**config.mk**
```make
export PLATFORM = sky130hd
export DESIGN_NAME = lcm_structural
export DESIGN_NICKNAME = d
export VERILOG_FILES = /design/src/rtl/lcm_structural.sv
export SDC_FILE = /design/constraint.sdc
export NUM_CORES = 1
export LEC_CHECK = 0
export CELL_PAD_IN_SITES_DETAIL_PLACEMENT = 0
export CELL_PAD_IN_SITES_GLOBAL_PLACEMENT = 1
export CORE_MARGIN = 2
export CORE_UTILIZATION = 44
export CTS_BUF_LIST = sky130_fd_sc_hd__clkbuf_2 sky130_fd_sc_hd__clkbuf_4 sky130_fd_sc_hd__clkbuf_8
export CTS_CLUSTER_SIZE = 20
export DETAILED_ROUTE_END_ITERATION = 7
export GPL_TIMING_DRIVEN = 0
export PLACE_DENSITY_LB_ADDON = 0.3
export SLEW_MARGIN = 0
export SYNTH_ARGS = -nofsm -noshare
export SYNTH_HDL_FRONTEND = slang
export SYNTH_SLANG_ARGS = --single-unit
```
**constraint.sdc**
```tcl
create_clock -name clk -period 3.8 [get_ports clk]
set_clock_uncertainty 0.1 [all_clocks]
set_input_delay 0.57 -clock clk [delete_from_list [all_inputs] [get_ports clk]]
set_output_delay 0.57 -clock clk [all_outputs]
set_load 0.02 [all_outputs]
```
**src/rtl/lcm_structural.sv**
```systemverilog
// rtl/lcm_structural.sv - LCM by repeated addition of two accumulators until they meet.
// Optional addition counter port iters is enabled by defining LCM_ITER_CNT_EN.
module lcm_structural #(
    parameter int WIDTH = 4
) (
    input  logic               clk,
    input  logic               clear,
    input  logic [WIDTH-1:0]   A,
    input  logic [WIDTH-1:0]   B,
    input  logic               ready,
    output logic               busy,
    output logic               done,
`ifdef LCM_ITER_CNT_EN
    output logic [2*WIDTH-1:0] lcm,
    output logic [WIDTH:0]     iters
`else
    output logic [2*WIDTH-1:0] lcm
`endif
);

    localparam int AW = 2 * WIDTH;

    typedef enum logic [1:0] {
        S_IDLE = 2'd0,
        S_RUN  = 2'd1,
        S_DONE = 2'd2
    } state_t;

    state_t          state;
    state_t          state_next;

    logic [WIDTH-1:0] op_a;
    logic [WIDTH-1:0] op_b;
    logic [AW-1:0]    acc_a;
    logic [AW-1:0]    acc_b;

    logic             load;
    logic             finish;
    logic             step;
    logic             any_zero;
    logic             acc_eq;
    logic             acc_lt;
    logic [AW-1:0]    add_lhs;
    logic [AW-1:0]    add_rhs;
    logic [AW-1:0]    add_sum;

    assign any_zero = (op_a == '0) || (op_b == '0);
    assign acc_eq   = (acc_a == acc_b);
    assign acc_lt   = (acc_a < acc_b);

    // Single shared adder: advance whichever accumulator is behind.
    assign add_lhs = acc_lt ? acc_a : acc_b;
    assign add_rhs = acc_lt ? {{WIDTH{1'b0}}, op_a} : {{WIDTH{1'b0}}, op_b};
    assign add_sum = add_lhs + add_rhs;

    assign busy = (state == S_RUN) || (state == S_DONE);
    assign done = (state == S_DONE);

    always_comb begin
        state_next = state;
        load       = 1'b0;
        finish     = 1'b0;
        step       = 1'b0;
        case (state)
            S_IDLE: begin
                if (ready) begin
                    load       = 1'b1;
                    state_next = S_RUN;
                end
            end
            S_RUN: begin
                if (any_zero || acc_eq) begin
                    finish     = 1'b1;
                    state_next = S_DONE;
                end else begin
                    step = 1'b1;
                end
            end
            S_DONE: begin
                state_next = S_IDLE;
            end
            default: begin
                state_next = S_IDLE;
            end
        endcase
    end

    always_ff @(posedge clk) begin
        if (!clear) begin
            state <= S_IDLE;
            op_a  <= '0;
            op_b  <= '0;
            acc_a <= '0;
            acc_b <= '0;
            lcm   <= '0;
        end else begin
            state <= state_next;
            if (load) begin
                op_a  <= A;
                op_b  <= B;
                acc_a <= {{WIDTH{1'b0}}, A};
                acc_b <= {{WIDTH{1'b0}}, B};
            end
            if (finish) begin
                lcm <= any_zero ? '0 : acc_a;
            end
            if (step) begin
                if (acc_lt) begin
                    acc_a <= add_sum;
                end else begin
                    acc_b <= add_sum;
                end
            end
        end
    end

`ifdef LCM_ITER_CNT_EN
    always_ff @(posedge clk) begin
        if (!clear) begin
            iters <= '0;
        end else if (load) begin
            iters <= '0;
        end else if (step) begin
            iters <= iters + 1'b1;
        end
    end
`endif

endmodule

```
==> results of run 1 <==
## sequential cells by signal, summed over array words and instances (netlist names)
register  flops
acc_a         8
acc_b         8
lcm           8
op_a          4
op_b          4
state         2
## repair_timing
action | in CTS | in global routing
gates resized for setup | 0 | 6
hold buffers | 0 | 0
setup endpoints to repair | 0 | 8
## stage by stage
stage	TNS (ps)	setup slack [ps]	total power (W)	hold slack, ps
2_1_floorplan	0	527.1	0.0007017	371.1
3_3_place_gp	0	99.80	0.0007909	338.4
3_5_place_dp	0	76.23	0.0007963	343.9
4_1_cts	0	61.40	0.001058	351.3
5_1_grt	-49.48	-22.35	0.001136	369.0
6_report	0	235.4	0.001063	347.7
## power by group through the flow
stage / logic [W] / registers [W] / clock network, W
after detailed placement: 0.000380 / 0.000416 / 0
after global routing: 0.000440 / 0.000413 / 0.000283
final: 0.000389 / 0.000409 / 0.000265
after CTS: 0.000382 / 0.000409 / 0.000267
after floorplan: 0.000292 / 0.000409 / 0
after global placement: 0.000375 / 0.000415 / 0
## placed cells by master (no fill, tap or decap), types with 2 or more instances in the layout
cell type / n
or4_1: 5
clkbuf_1: 8
inv_1: 14
and2_1: 2
nor2_1: 19
o221ai_1: 4
o211ai_1: 2
dfxtp_1: 33
nor4_1: 2
clkdlybuf4s50_1: 19
mux2_2: 6
a21o_1: 3
or3_1: 3
and3_1: 8
nand3_1: 17
o21ai_0: 3
a211oi_1: 9
xnor2_1: 2
ha_1: 16
nand2_1: 23
nor3_1: 3
nor2_2: 2
clkbuf_8: 6
nor2b_1: 3
nand4_1: 7
a21oi_1: 26
## critical path, stage by stage (launching register included)
cell and delay, ps:
dfxtp_1 440, ha_1 280, a21oi_1 130, nor2_1 70, a211o_1 270, nor2_2 180
clkbuf_4 230, mux2_2 350, ha_1 190, inv_1 70, fa_1 210, nor2b_1 60
o21ai_0 260, nor2b_4 230, or3_1 110, a21oi_1 50, a41o_2 220
## cells by family (layout without fill, tap and decap cells)
family	after synthesis	after routing
and+or+nand+nor	100	100
AOI/OAI and AO/OA	54	54
DFF	34	34
buffers and inverters	26	51
adders and majority gates	17	17
muxes	7	7
xor gates and xnor gates	2	2
## area by class of cell
type                            count  area share, %
Multi-Input combinational cell    180          51.00
Sequential cell                    34          29.48
Timing Repair Buffer               19          8.221
Clock buffer                        6          3.569
Tap cell                           52          2.812
Buffer                             12          2.650
Inverter                           14          2.271
## layer usage
| layer | track usage [%] | vias to the layer above | part of all wire (%) |
|---|---|---|---|
| met1 | 26.01 | 782 | 51 |
| met3 | 4.274 | 6 | 3.2 |
| met2 | 29.80 | 28 | 45 |
| met5 | 0 | - | 0 |
| met4 | 5.031 | 0 | 1.1 |
| li1 | - | 911 | - |
## final timing paths
| kind | from | endpoint | slack [ps] | depth (start not counted) |
|---|---|---|---|---|
| setup / recovery | acc_a[5]$_SDFF_PN0_ | acc_a[4]$_SDFF_PN0_ | 240 | 16 |
| hold reg to reg | lcm[5]$_SDFFE_PN0P_ | lcm[5]$_SDFFE_PN0P_ | 350 | 2 |
| hold / removal | lcm[5]$_SDFFE_PN0P_ | lcm[5]$_SDFFE_PN0P_ | 350 | 2 |
| setup reg to reg | acc_a[5]$_SDFF_PN0_ | acc_a[4]$_SDFF_PN0_ | 240 | 16 |
## synthesized netlist by cell type (2+ instances only)
master / count / area (um2)
nor2b_1: 4 / 25.02
nand3_1: 17 / 85.08
and3_1: 8 / 50.05
a21o_1: 3 / 22.52
clkbuf_1: 8 / 30.03
a211oi_1: 9 / 67.56
dfxtp_1: 34 / 680.7
nor3_1: 3 / 15.01
o21ai_0: 3 / 15.01
nand4_1: 7 / 43.79
nand2_1: 23 / 86.33
o21bai_1: 2 / 15.01
nor2_1: 20 / 75.07
mux2_2: 6 / 67.56
or4_1: 5 / 37.54
nor4_1: 2 / 12.51
ha_1: 16 / 200.2
a21oi_1: 26 / 130.1
buf_2: 2 / 10.01
or3_1: 3 / 18.77
and2_1: 2 / 12.51
inv_1: 14 / 52.55
o211ai_1: 2 / 15.01
o221ai_1: 4 / 35.03
xnor2_1: 2 / 17.52
==> impl_results.md, run 1 <==
- Multi-input gate area: 1180 um2
- Share of synthesized flip-flops with an asynchronous set or reset: 0%
- Via count of the first global-routing pass: 1594
- Synthesized-area fraction occupied by ao, oa, aoi and oai cells: 17.44%
- Instance count after placement with tap cells included: around 310
- N_diodes: 0
- Mux share of post-synthesis cell area: 3.962%
- Synthesis-to-layout area growth: 18.15%
- Adder and majority cell fraction of the synthesized area: 11.25%
- Setup Buffers After CTS: 0
- Power density cells: approximately 460 nW/um2
- Lkg Pwr: 0.9207 nW
- Leftover overflow at the end of global routing: 0
- Period Utilization, post-route: between 90 and 100%
- Status: finished clean
- Cell count after synthesis: 240
- Number of rows created at floorplan: 24
- Count of H-tree levels built during CTS: 2
- Comb pwr share: 36.6%
- Final estimated routing congestion in global placement: around 0.80
- Clock tree from TritonCTS: done
- Maximum fanout along the worst path: 10
- Clk_lat worst skew: 280 ps
- Share of total power consumed by net switching: between 30% and 40%
- Clock buffer count from CTS: 5
- Clk root buf: clkbuf_8
- Kind of path behind the tightest hold check: reg2reg
- Upper clock frequency limit: between 200 and 300 MHz
- Post-Synth Simple-Gate Area: between 20% and 30%
- Quantity of I/O buffers inserted on ports: 19
- Average cell area after synthesis: between 8 and 9 um2
- # setup viols final: 0
- Maximum VDD drop: 0.2351 mV
- Critical path capture point type: flop
- Chip width: 70.71 um
- Clock transition at path regs: 70 ps
- Internal: 0.0006897 W
- Post-Syn Area: 1958 um2
- Vias per cell: 5.448
- Total non-filler cell area in the finished layout: 2313 um2
- Crit path kind: reg2reg
- I/O pin cnt: 21
- Core Util, Final: 53.50%
- Die Footprint: 5000 um2
- Combined flip-flop and latch cell area: 681.9 um2
- Share of the synthesized netlist area taken by xor and xnor gates: 0.8946%
- Number of flops mapped to enable cells by yosys: 0
- Register area share after synthesis: 34.76%
- Wire length of the first global-routing pass: 7.527 mm
- Required time of the worst setup path: 3880 ps
- Core ar.: about 4300 um2
- Effective utilization at floorplan: a little under half
- Detailed-router iteration count before antenna repair: 4
- Post-synthesis cell type count: 40
- Number of storage elements in the synthesis netlist: 34
- Number of cells in the finished layout apart from fillers: about 320
- Worst slew pin tran: 513.6 ps
- Top_reg_cell synth: dfxtp_1
- Flop pwr share: 38.5%
- Iteration-0 DRC Markers: slightly below 60
- WL per Instance: 13.74 um
- Yosys warning count: 0
- Vertical die dimension: approximately 71 um
- Number of sinks driven by the clock tree: 34
- Total Wirelength: about 4.4 mm
- Final net count: 294
- Data arrival time of the critical path: 3650 ps
- Proportion of layout cells with a drive suffix above 1: 10.19%
- Largest family of logic cells by synthesized area: simple AND/OR/NAND/NOR gates
- Fraction of power consumed by the clock network: 24.9%
- Category of the worst setup path launch point: flop
- Fillcell total: 436
- Maximum number of pins on one net before global-route repair: 11
- Slew margin rel.: 65.76%
- DR vias: 1727
- Cell area after placement: 2213 um2
- Post-Synthesis Net Count: roughly 270
- Clock tree buffer depth: 2
- DRC violation count after routing: 0
- Routed Antenna Nets: 0
- Power dissipated by switching net loads: 0.0003729 W
- Maximum capacitance violations: 0
- Final Slew Violations: 0
- Min Clock Period, post-route: between 3000 and 4000 ps
- Detail Placement HPWL: 3.348 mm
- Hold Violations, Final: 0
- Number of antenna violations at the first check in global routing: 0
- Tot GR Track Use: 18.84%
Power figures use the tool's default switching activity.
==> run 2, diff against run 1 <==
--- a/config.mk
+++ b/config.mk
@@ -5,15 +5,16 @@
 export SDC_FILE = /design/constraint.sdc
 export NUM_CORES = 1
 export LEC_CHECK = 0
+export ABC_AREA = 1
 export CELL_PAD_IN_SITES_DETAIL_PLACEMENT = 0
 export CELL_PAD_IN_SITES_GLOBAL_PLACEMENT = 1
 export CORE_MARGIN = 2
-export CORE_UTILIZATION = 44
+export CORE_UTILIZATION = 42
 export CTS_BUF_LIST = sky130_fd_sc_hd__clkbuf_2 sky130_fd_sc_hd__clkbuf_4 sky130_fd_sc_hd__clkbuf_8
 export CTS_CLUSTER_SIZE = 20
 export DETAILED_ROUTE_END_ITERATION = 7
 export GPL_TIMING_DRIVEN = 0
-export PLACE_DENSITY_LB_ADDON = 0.3
+export PLACE_DENSITY_LB_ADDON = 0.1
 export SLEW_MARGIN = 0
 export SYNTH_ARGS = -nofsm -noshare
 export SYNTH_HDL_FRONTEND = slang
==> impl_results.md, run 2 <==
- Cell with the largest stage delay on the worst path: o21ai_0
- Clock tree buffer depth: 2 (unchanged)
- Synth top cells by count: nand2_1, inv_1, a21oi_1, dfxtp_1, o21ai_0
- Required time of the worst setup path: 3890 ps (about the same)
- Clock tree from TritonCTS: done
- Quantity of I/O buffers inserted on ports: 20 (+1)
- Critical path capture point type: flop
- Clock transition at path regs: 70 ps (about the same)
- Synthesis-to-layout area growth: 18.74%
- Cell count after synthesis: 290 (+21%)
- DR vias: 1843 (+6.7%)
- Upper clock frequency limit: 293.1 MHz (+4.5%)
- Cell area after placement: 2297 um2 (+3.8%)
- Final Slew Violations: 0 (unchanged)
- Summed negative setup slack over all endpoints: 0 ps (unchanged)
- # setup viols final: 0 (unchanged)
- Hold buffers post-CTS: 0 (unchanged)
- Area share of the largest cell type after synthesis: 33.54% (-1.2 points)
- Setup Buffers After CTS: 0 (unchanged)
- Final net count: 345 (+17%)
- Register area share after synthesis: 33.54% (-1.2 points)
- Fillcell total: 473 (+8.5%)
- Average cell area after synthesis: 6.998 um2 (-14%)
- Instance count after placement with tap cells included: 364 (+17%)
- Core ar.: 4692 um2 (+8.5%)
- Category of the worst setup path launch point: flop
- WL per Instance: 13.29 um (-3.3%)
- Number of storage elements in the synthesis netlist: 34 (unchanged)
- Total Wirelength: 4.932 mm (+13%)
- Sum of buffers and inverters on the critical path: 5 (+3)
- Clock buffer count from CTS: 5 (unchanged)
- Number of rows created at floorplan: 25 (+4.2%)
- Crit path kind: reg2reg
- Number of flops mapped to enable cells by yosys: 0 (unchanged)
- Period Utilization, post-route: 89.80% (-4.0 points)
- Dominant cells by area after synthesis: dfxtp_1, nand2_1, ha_1, a21oi_1, inv_1
- Die Footprint: 5404 um2 (+8.1%)
- Routed Antenna Nets: 0 (unchanged)
- Wire length of the first global-routing pass: 8.121 mm (+7.9%)
- Iteration-0 DRC Markers: 95 (+64%)
- Vias per cell: 4.968 (-8.8%)
- Status: finished clean
- Max incr delay on CP: 410 ps (-30 ps)
- Combined flip-flop and latch cell area: 680.7 um2 (-0.18%)
- Data arrival time of the critical path: 3500 ps (-150 ps)
- Multi-input gate area: 1131 um2 (-4.1%)
- Share of synthesized flip-flops with an asynchronous set or reset: 0% (unchanged)
- I/O pin cnt: 21 (unchanged)
- Core Util, Final: 51.36% (-2.1 points)
- Commonest non-fill, non-tap cell in the layout: nand2_1
- Power density cells: 556.9 nW/um2 (+21%)
- Post-Syn Area: 2029 um2 (+3.6%)
- Top Family by Delay on Critical Path: adder cells
- Total non-filler cell area in the finished layout: 2410 um2 (+4.2%)
- Top_reg_cell synth: dfxtp_1
- Maximum fanout along the worst path: 10 (unchanged)
- Yosys warning count: 0 (unchanged)
- Proportion of layout cells with a drive suffix above 1: 9.779% (-0.41 points)
- Worst Setup Slack, final: 387.8 ps (+152.3 ps)
- Most common cell in the netlist: nand2_1
- Commonest cells after routing, fill and taps aside: nand2_1, inv_1, a21oi_1, dfxtp_1, o21ai_0
- Kind of path behind the tightest hold check: reg2reg
- Top Registers: acc_a (8), acc_b (8), lcm (8)
- Pre-CTS WS: 407.5 ps (+331.3 ps)
- Count of H-tree levels built during CTS: 2 (unchanged)
- Detailed-router iteration count before antenna repair: 4 (unchanged)
- Clk root buf: clkbuf_8
- Effective utilization at floorplan: 43.25% (-2.0 points)
- Detail Placement HPWL: 3.715 mm (+11%)
- Vertical die dimension: 73.51 um (+4.0%)
- Min Clock Period, post-route: 3412 ps (-152.3 ps)
- Post-Synthesis Net Count: 318 (+19%)
- Final estimated routing congestion in global placement: 0.8700 (+9.2%)
- Hold Violations, Final: 0 (unchanged)
- Critical Path, Cell by Cell: inv_1 -> ha_1 -> a21oi_1 -> nor2_2 -> nor2_4 -> nand2_4 -> buf_6 -> buf_2 -> o21ai_0 -> ha_1 -> inv_1 -> fa_1 -> o21ai_0 -> xor2_1 -> nand2_1 -> nand3_1 -> inv_1
- Maximum number of pins on one net before global-route repair: 11 (unchanged)
- Unrepaired setup endpoints after global routing: no
- Via count of the first global-routing pass: 1762 (+11%)
- Worst slew pin tran: 567.9 ps (+54.37 ps)
- Clk_lat worst skew: 290 ps (about the same)
- Number of antenna violations at the first check in global routing: 0 (unchanged)
- Lkg Pwr: 1.049 nW (+14%)
- DRC violation count after routing: 0 (unchanged)
- Count of instances resized after the clock tree is built: 0 (unchanged)
- Leading area contributor after synthesis: dfxtp_1
- Maximum VDD drop: 0.2375 mV (+1.0%)
- Post-synthesis cell type count: 27 (-33%)
- Maximum capacitance violations: 0 (unchanged)
- Tot GR Track Use: 20.36% (+1.5 points)
- Number of sinks driven by the clock tree: 34 (unchanged)
- Leftover overflow at the end of global routing: 0 (unchanged)
- Chip width: 73.51 um (+4.0%)
- N_diodes: 0 (unchanged)
- Most Frequent Cell on Critical Path: inv_1
- Number of cells in the finished layout apart from fillers: 371 (+17%)
- Slew margin rel.: 62.14% (-3.6 points)
-- run 2: changes by cell type after synthesis, sizes merged, moves of 5 or more --
cell    change
a211oi      -9
a21oi       +8
and3       -10
inv        +29
mux2        -5
nand2      +53
nand3       +8
nand4       -6
nor2       -10
o21ai      +28
or4         -5
-- run 2: kinds of logic after synthesis --
logic type / share of synthesized area [%]
buf+inv: 10.73
simple gates: 25.52
fa+ha+maj: 10.85
flops: 33.54
compound gates: 17.51
xor+xnor: 1.295
mux: 0.5548
-- run 2: area by class of cell --
class,instances,share of cell area (%)
Buffer,8,1.973
Clock buffer,6,3.427
Clock inverter,1,1.246
Inverter,44,7.061
Multi-Input combinational cell,204,46.94
Sequential cell,34,28.25
Tap cell,54,2.804
Timing Repair Buffer,20,8.307
-- run 2: worst min-delay path, stage by stage (launching register included) --
cell	delay, ps
dfxtp_1	310
nand2_1	60
a21oi_1	50
-- run 2: path summary, 6_finish.rpt --
| check | from | slack (ps) | endpoint | depth (start not counted) |
|---|---|---|---|---|
| setup / recovery | acc_b[5]$_SDFF_PN0_ | 390 | acc_a[4]$_SDFF_PN0_ | 17 |
| hold / removal | lcm[1]$_SDFFE_PN0P_ | 370 | lcm[1]$_SDFFE_PN0P_ | 2 |
| setup reg to reg | acc_b[5]$_SDFF_PN0_ | 390 | acc_a[4]$_SDFF_PN0_ | 17 |
| hold reg to reg | lcm[1]$_SDFFE_PN0P_ | 370 | lcm[1]$_SDFFE_PN0P_ | 2 |
-- run 2: stage by stage --
stage / hold WS, ps / power [W]
floorplan: 345.3 / 0.0008652
global placement: 354.4 / 0.001005
detailed placement: 358.4 / 0.001004
CTS: 369.8 / 0.001358
global route: 384.5 / 0.001449
finish: 365.8 / 0.001342
-- run 2: metal layers --
layer  share of wire (%)  global-route usage (%)  up-vias
li1                    -                       -      995
met1                  49                   26.08      800
met2                  44                   32.04       40
met3                 3.9                   4.527        8
met4                 2.5                   10.30        0
met5                   0                       0        -
-- run 2: power breakdown --
part	total (W)	internal [W]	switching, W
Clock	0.000346	0.000210	0.000136
Sequential	0.000410	0.000388	0.0000222
Combinational	0.000585	0.000203	0.000383
